--- config.mk ---
export PLATFORM = sky130hd
export DESIGN_NAME = mult_seq_radix_flat
export DESIGN_NICKNAME = d
export VERILOG_FILES = /design/src/rtl/mult_seq_pkg.sv /design/src/rtl/mult_seq_radix_if.sv /design/src/rtl/mult_pp_digit.sv /design/src/rtl/mult_seq_radix.sv /design/src/flat_wrapper.sv
export SDC_FILE = /design/constraint.sdc
export NUM_CORES = 1
export LEC_CHECK = 0
export ABC_AREA = 1
export CORE_UTILIZATION = 47
export CTS_CLUSTER_DIAMETER = 30
export DETAILED_ROUTE_END_ITERATION = 7
export GPL_TIMING_DRIVEN = 0
export PLACE_DENSITY = 0.67
export SYNTH_ARGS = -nofsm -noshare
export SYNTH_HDL_FRONTEND = slang
export SYNTH_HIERARCHICAL = 1
export SYNTH_SLANG_ARGS = --single-unit
--- constraint.sdc ---
create_clock -name clk -period 2.91 [get_ports clk]
set_input_delay 0.7275 -clock clk [delete_from_list [all_inputs] [get_ports clk]]
set_output_delay 0.7275 -clock clk [all_outputs]
set_load 0.005 [all_outputs]
--- src/rtl/mult_seq_pkg.sv ---
// Shared types and elaboration helpers for the sequential radix multiplier.
package mult_seq_pkg;

    // Controller states; 2-bit encoding keeps the state register minimal.
    typedef enum logic [1:0] {
        IDLE = 2'd0,
        RUN  = 2'd1,
        FIX  = 2'd2,
        DONE = 2'd3
    } state_e;

    // Bits-per-cycle values the partial-product generator is built for.
    function automatic bit legal_bpc(input int bpc);
        return (bpc == 1) || (bpc == 2) || (bpc == 4);
    endfunction

endpackage

--- src/rtl/mult_seq_radix_if.sv ---
// Request/result handshake bundle between a client and the sequential multiplier.
interface mult_seq_radix_if #(
    parameter int N = 16
);
    logic           req_valid;
    logic           req_ready;
    logic           sgn;
    logic [N-1:0]   ain;
    logic [N-1:0]   bin;
    logic           abort;
    logic           busy;
    logic [2*N-1:0] yout;
    logic           yout_valid;
    logic           yout_ready;

    // Client side: issues operands, consumes results.
    modport master (
        output req_valid, sgn, ain, bin, abort, yout_ready,
        input  req_ready, busy, yout, yout_valid
    );

    // Multiplier side.
    modport slave (
        input  req_valid, sgn, ain, bin, abort, yout_ready,
        output req_ready, busy, yout, yout_valid
    );
endinterface

--- src/rtl/mult_pp_digit.sv ---
// Combinational partial product: W-bit multiplicand times a BPC-bit multiplier digit.
module mult_pp_digit #(
    parameter int W   = 32,
    parameter int BPC = 1
) (
    input  logic [W-1:0]   mag_a_i,
    input  logic [BPC-1:0] digit_i,
    output logic [W-1:0]   pp_o
);

    generate
        if (BPC == 1) begin : g_and_row
            // Single-bit digit: the product is the multiplicand gated by that bit.
            assign pp_o = mag_a_i & {W{digit_i[0]}};
        end else begin : g_shift_add
            logic [W-1:0] term_w [BPC];

            for (genvar gi = 0; gi < BPC; gi++) begin : g_term
                assign term_w[gi] = digit_i[gi] ? (mag_a_i << gi) : '0;
            end

            // Sum the shifted multiplicand copies selected by the digit bits.
            always_comb begin
                pp_o = '0;
                for (int i = 0; i < BPC; i++) begin
                    pp_o = pp_o + term_w[i];
                end
            end
        end
    endgenerate

endmodule

--- src/rtl/mult_seq_radix.sv ---
// Sequential N x N -> 2N multiplier retiring BPC multiplier bits per cycle, with
// signed/unsigned mode, early exit on exhausted multiplier and synchronous abort.
import mult_seq_pkg::*;

module mult_seq_radix #(
    parameter int N   = 16,
    parameter int BPC = 1
) (
    input  logic            clk,
    input  logic            resetb,
    mult_seq_radix_if.slave bus
);

    generate
        if (!legal_bpc(BPC) || ((N % BPC) != 0)) begin : g_bad_cfg
            $error("mult_seq_radix: BPC must be 1, 2 or 4 and divide N");
        end
    endgenerate

    state_e         state_q;
    logic [2*N-1:0] mag_a_q;
    logic [N-1:0]   mag_b_q;
    logic [2*N-1:0] acc_q;
    logic           neg_q;
    logic [2*N-1:0] yout_q;
    logic           yout_valid_q;

    logic [N-1:0]   abs_a_d;
    logic [N-1:0]   abs_b_d;
    logic           neg_d;
    logic [2*N-1:0] pp_d;
    logic [2*N-1:0] acc_d;
    logic [2*N-1:0] yout_d;

    // Operand magnitudes; -2^(N-1) maps onto 2^(N-1), which still fits N unsigned bits.
    assign abs_a_d = (bus.sgn && bus.ain[N-1]) ? (~bus.ain + 1'b1) : bus.ain;
    assign abs_b_d = (bus.sgn && bus.bin[N-1]) ? (~bus.bin + 1'b1) : bus.bin;
    assign neg_d   = bus.sgn & (bus.ain[N-1] ^ bus.bin[N-1]);

    mult_pp_digit #(
        .W   (2*N),
        .BPC (BPC)
    ) u_pp (
        .mag_a_i (mag_a_q),
        .digit_i (mag_b_q[BPC-1:0]),
        .pp_o    (pp_d)
    );

    assign acc_d  = acc_q + pp_d;
    // Negating a zero accumulator yields zero, so no "negative zero" can appear.
    assign yout_d = neg_q ? (~acc_q + 1'b1) : acc_q;

    // Controller and datapath registers; outputs come straight from registers.
    always_ff @(posedge clk or negedge resetb) begin
        if (!resetb) begin
            state_q      <= IDLE;
            mag_a_q      <= '0;
            mag_b_q      <= '0;
            acc_q        <= '0;
            neg_q        <= 1'b0;
            yout_q       <= '0;
            yout_valid_q <= 1'b0;
        end else begin
            case (state_q)
                IDLE: begin
                    // Abort is not considered here: a request alongside it is accepted.
                    if (bus.req_valid) begin
                        state_q <= RUN;
                        mag_a_q <= {{N{1'b0}}, abs_a_d};
                        mag_b_q <= abs_b_d;
                        neg_q   <= neg_d;
                        acc_q   <= '0;
                        yout_q  <= '0;
                    end
                end
                RUN: begin
                    if (bus.abort) begin
                        state_q <= IDLE;
                    end else if (mag_b_q == '0) begin
                        state_q <= FIX;
                    end else begin
                        acc_q   <= acc_d;
                        mag_a_q <= mag_a_q << BPC;
                        mag_b_q <= mag_b_q >> BPC;
                    end
                end
                FIX: begin
                    if (bus.abort) begin
                        state_q <= IDLE;
                    end else begin
                        yout_q       <= yout_d;
                        yout_valid_q <= 1'b1;
                        state_q      <= DONE;
                    end
                end
                DONE: begin
                    // Result stays presented until taken; yout keeps its value afterwards.
                    if (bus.yout_ready) begin
                        yout_valid_q <= 1'b0;
                        state_q      <= IDLE;
                    end
                end
                default: state_q <= IDLE;
            endcase
        end
    end

    assign bus.req_ready  = (state_q == IDLE);
    assign bus.busy       = (state_q != IDLE);
    assign bus.yout       = yout_q;
    assign bus.yout_valid = yout_valid_q;

endmodule

--- src/flat_wrapper.sv ---
// flat-port wrapper written by rule: the top's interface ports become plain ports
module mult_seq_radix_flat 
#(
    parameter int N   = 16,
    parameter int BPC = 1
)
  (clk, resetb, bus_req_valid, bus_sgn, bus_ain, bus_bin, bus_abort, bus_yout_ready, bus_req_ready, bus_busy, bus_yout, bus_yout_valid);
  mult_seq_radix_if #(.N(N)) bus_i ();
  input  logic clk;
  input  logic resetb;
  input wire logic [$bits(bus_i.req_valid)-1:0] bus_req_valid;
  input wire logic [$bits(bus_i.sgn)-1:0] bus_sgn;
  input wire logic [$bits(bus_i.ain)-1:0] bus_ain;
  input wire logic [$bits(bus_i.bin)-1:0] bus_bin;
  input wire logic [$bits(bus_i.abort)-1:0] bus_abort;
  input wire logic [$bits(bus_i.yout_ready)-1:0] bus_yout_ready;
  output wire logic [$bits(bus_i.req_ready)-1:0] bus_req_ready;
  output wire logic [$bits(bus_i.busy)-1:0] bus_busy;
  output wire logic [$bits(bus_i.yout)-1:0] bus_yout;
  output wire logic [$bits(bus_i.yout_valid)-1:0] bus_yout_valid;
  assign bus_i.req_valid = bus_req_valid;
  assign bus_i.sgn = bus_sgn;
  assign bus_i.ain = bus_ain;
  assign bus_i.bin = bus_bin;
  assign bus_i.abort = bus_abort;
  assign bus_i.yout_ready = bus_yout_ready;
  assign bus_req_ready = bus_i.req_ready;
  assign bus_busy = bus_i.busy;
  assign bus_yout = bus_i.yout;
  assign bus_yout_valid = bus_i.yout_valid;
  mult_seq_radix #(.N(N), .BPC(BPC)) u_core (.clk(clk), .resetb(resetb), .bus(bus_i));
endmodule
==> metrics.log <==
[metrics] Yosys warning count: 6
[metrics] total routed wirelength: ~25000 microns
[metrics] minimum hold slack: between 0.15 and 0.2 ns
[metrics] global-route wire length before repair: between 40000 and 50000 microns
[metrics] number of hold violations in the final report: 0
[metrics] violations in the final reports: design-rule violations
[metrics] CP Data Required Time: roughly 3.2 ns
[metrics] total number of clock tree sinks: 116
[metrics] actual slew at the worst max-slew pin: 0.675 ns
[metrics] routability congestion estimate from global placement: between 0.8 and 0.9
[metrics] number of I/O port buffers: between 70 and 80
[metrics] register bit count reported by yosys: between 100 and 150
[metrics] Crit Path Category: flop to flop
[metrics] total number of placement rows: 49
[metrics] Crit path arrival time: 2.89 ns
[metrics] DRC: 30
[metrics] final max-slew violation count: 0
[metrics] Initial DRT Pass Iterations: 7
[metrics] layout cell share with drive strength beyond 1: between 5 and 6%
[metrics] relative slew slack: around 55%
[metrics] Area growth, synth to finish: 18.5%
[metrics] vias in the first global route: 8298
[metrics] H-tree lvl count: 4
[metrics] Worst VDD drop: between 0.3 and 0.4 mV
[metrics] setup-violating endpoint count in the final report: 0
[metrics] die width: about 140 microns
[metrics] WL per Instance: ~15 microns
[metrics] Final min period: between 2 and 3 ns
[metrics] library cell used as clock root buffer: sky130_fd_sc_hd__clkbuf_16
[metrics] maximum fanout encountered on the critical timing path: 10
[metrics] footprint of the multi-input gates: ~4800 sq um
[metrics] Std-Cell Core Area: 18100 sq um
[metrics] total leakage power: roughly 0.0057 uW
[metrics] number of clock buffers inserted by TritonCTS: 17
[metrics] pin count of the biggest net entering global routing: slightly below 90
[metrics] share of the cycle needed by the critical path after routing: 89.0%
[metrics] total gr overflow: 0
[metrics] Final Instance Count excl. Fillers: 1710
[metrics] master of the slowest instance on the critical path: sky130_fd_sc_hd__dfrtp_2
[metrics] worst clock skew: around 0.013 ns
[metrics] kind of cell with the highest combined delay on the critical path: simple AND/OR/NAND/NOR gates
[metrics] overall track demand over capacity in global routing: a little over a quarter
[metrics] sequential element share of the synthesized area: 33.2%
[metrics] Antenna diodes: 0
[metrics] filler cell count: between 1500 and 2000
[metrics] clock latency on the worst-skew pair: 0.42 ns
[metrics] Unique masters post-synth: 40
[metrics] Synth Cell Area: 8730 sq um
[metrics] launching element type of the critical path: flop
[metrics] EDFF count, synth: 0
[metrics] Peak Freq: between 300 and 400 MHz
[metrics] setup repair after global routing missed its margin: no
[metrics] synthesized net count: ~1400
[metrics] ys async rst share: 100%
[metrics] run status: finished, violations left
[metrics] post-synthesis instance total: between 1000 and 1500
[metrics] remaining antenna violation count after routing: 0
[metrics] most repeated library cell on the critical path: sky130_fd_sc_hd__nand2_1
[metrics] power density cells: 910 nW/um^2
[metrics] sequence of cells on the critical path: buf_6, nand2_1, inv_1, ha_1, inv_1, fa_1, inv_1, nand3_1, nand3_1, nand2_1, nand2_1, nand2_1, nand3_1, nand2_1, nand3_1, nand2_1
[metrics] estimated wirelength of the detail-placed design: between 15000 and 20000 microns
[metrics] via count normalized by instance count: slightly above 5
[metrics] number of buffers between clock root and the deepest sink: 2
[metrics] number of maximum-capacitance violations: 0
[metrics] DIE AREA: between 15000 and 20000 sq um
[metrics] height of the die: 138 microns
[metrics] Slowest Stage Delay on Critical Path: about 0.50 ns
[metrics] number of antenna violations at the first check in global routing: 0
[metrics] category of the worst setup path capture point: flop
[metrics] nets: 1541
[metrics] Initial Utilization: around 48%
[metrics] I/O Pins: between 70 and 80
[metrics] total buffers and inverters traversed by the critical path: 4
[metrics] Placed Instances: around 1700
[metrics] Detailed Route Iter0 Violations: approximately 550
[metrics] Min-Delay Path Class: primary input to async pin
[metrics] dominant register cell in the synthesized netlist: sky130_fd_sc_hd__dfrtp_1
[metrics] DR vias: 8795
[metrics] clock tree from TritonCTS: yes
[metrics] Worst-path clk slew: 0.05 ns
[metrics] syn_area_per_cell: approximately 6.3 sq um
[metrics] area taken by flip-flops and latches: roughly 2900 sq um
-- flip-flops by register name, summed over array words and instances, names as in the netlist --
signal                 cells
u_core/acc_q              32
u_core/bus.yout_valid      1
u_core/neg_q               1
u_core/mag_b_q            16
u_core/state_q             2
u_core/mag_a_q            32
u_core/bus.yout           32
-- cells in the mapped netlist, types with 6 or more instances --
cell type	instances	share of area [%]
sky130_fd_sc_hd__nor3_1	13	0.74
sky130_fd_sc_hd__dfrtp_1	116	33
sky130_fd_sc_hd__inv_1	235	10
sky130_fd_sc_hd__nand4_1	17	1.2
sky130_fd_sc_hd__nand2_1	486	21
sky130_fd_sc_hd__buf_2	19	1.1
sky130_fd_sc_hd__o21ai_1	12	0.69
sky130_fd_sc_hd__o221ai_1	9	0.90
sky130_fd_sc_hd__xor2_1	11	1.1
sky130_fd_sc_hd__nor2_1	105	4.5
sky130_fd_sc_hd__o22ai_1	28	2.0
sky130_fd_sc_hd__nand3_1	96	5.5
sky130_fd_sc_hd__a21oi_1	59	3.4
sky130_fd_sc_hd__o21ai_0	74	4.2
sky130_fd_sc_hd__ha_1	34	4.9
sky130_fd_sc_hd__xnor2_1	6	0.60
-- final timing paths --
path                                             from                    end  slack [ns]  cells past startpoint
max in group asynchronous                      resetb       u_core/acc_q[23]        2.00                      2
worst max register to register      u_core/mag_b_q[0]       u_core/acc_q[24]        0.32                     16
min in group clk                u_core/bus.yout_valid  u_core/bus.yout_valid        0.48                      2
worst max-delay path                u_core/mag_b_q[0]       u_core/acc_q[24]        0.32                     16
worst min-delay path                           resetb     u_core/bus.yout[2]        0.18                      1
worst min register to register  u_core/bus.yout_valid  u_core/bus.yout_valid        0.48                      2
-- power breakdown --
group	internal, uW	total, uW	leakage [uW]	switching [uW]
registers	2150	2610	0.00154	464
logic	1720	4760	0.00385	3040
clock network	1320	2050	0.000279	729
-- cell usage in the layout (no fill, tap or decap), types with 6 or more instances in the layout --
cell,n
sky130_fd_sc_hd__a21oi_1,59
sky130_fd_sc_hd__buf_2,19
sky130_fd_sc_hd__clkbuf_16,17
sky130_fd_sc_hd__clkdlybuf4s50_1,71
sky130_fd_sc_hd__dfrtp_1,115
sky130_fd_sc_hd__ha_1,34
sky130_fd_sc_hd__inv_1,235
sky130_fd_sc_hd__nand2_1,486
sky130_fd_sc_hd__nand3_1,96
sky130_fd_sc_hd__nand4_1,17
sky130_fd_sc_hd__nor2_1,105
sky130_fd_sc_hd__nor3_1,13
sky130_fd_sc_hd__o21ai_0,74
sky130_fd_sc_hd__o21ai_1,12
sky130_fd_sc_hd__o221ai_1,9
sky130_fd_sc_hd__o22ai_1,28
sky130_fd_sc_hd__xnor2_1,6
sky130_fd_sc_hd__xor2_1,11
-- metrics by stage --
stage | setup TNS, ns | total power, uW | area (sq um) | utilization [%] | setup slack [ns]
after floorplan | 0 | 5720 | 8730 | - | 0.781
after global placement | -401.74 | 7250 | 9740 | 53.9 | -3.48
after detailed placement | 0 | 7320 | 9770 | 54.0 | 0.212
after CTS | 0 | 9420 | 10400 | 57.2 | 0.192
after global routing | 0 | 10200 | 10400 | 57.2 | 0.0878
final | 0 | 9420 | 10400 | 57.2 | 0.321
-- area by class of cell --
class                      instances  area share [%]
inverter                         242            8.80
buffer                            30            1.64
timing repair buffer              73            7.24
sequential                       116            28.1
multi-input combinational        988            45.9
clock inverter                     9           0.991
clock buffer                      23            4.62
tap                              229            2.77
-- layer usage --
layer  track usage [%]  part of all wire (%)  up-vias
met5                 0                     0        -
met4              7.87                   1.8        0
met3              3.91                   5.0       38
met2              44.2                    45      246
met1              38.1                    48     3962
li1                  -                     -     4549
-- cells by family (layout without fill, tap and decap cells) --
group | after synthesis | after routing | share of synthesized area (%)
and+or+nand+nor | 735 | 735 | 34.6
xor gates and xnor gates | 17 | 17 | 1.70
adders and majority gates | 35 | 35 | 5.10
AOI/OAI and AO/OA | 201 | 201 | 13.0
buffers and inverters | 272 | 377 | 12.4
DFF | 116 | 116 | 33.2
-- repair_timing --
item                                    in CTS  in global routing
hold buffers                                 0                  0
endpoints found under the setup margin       0                  1
setup buffers                                0                  0
gates resized for setup                      0                  1
Power figures use the tool's default switching activity.
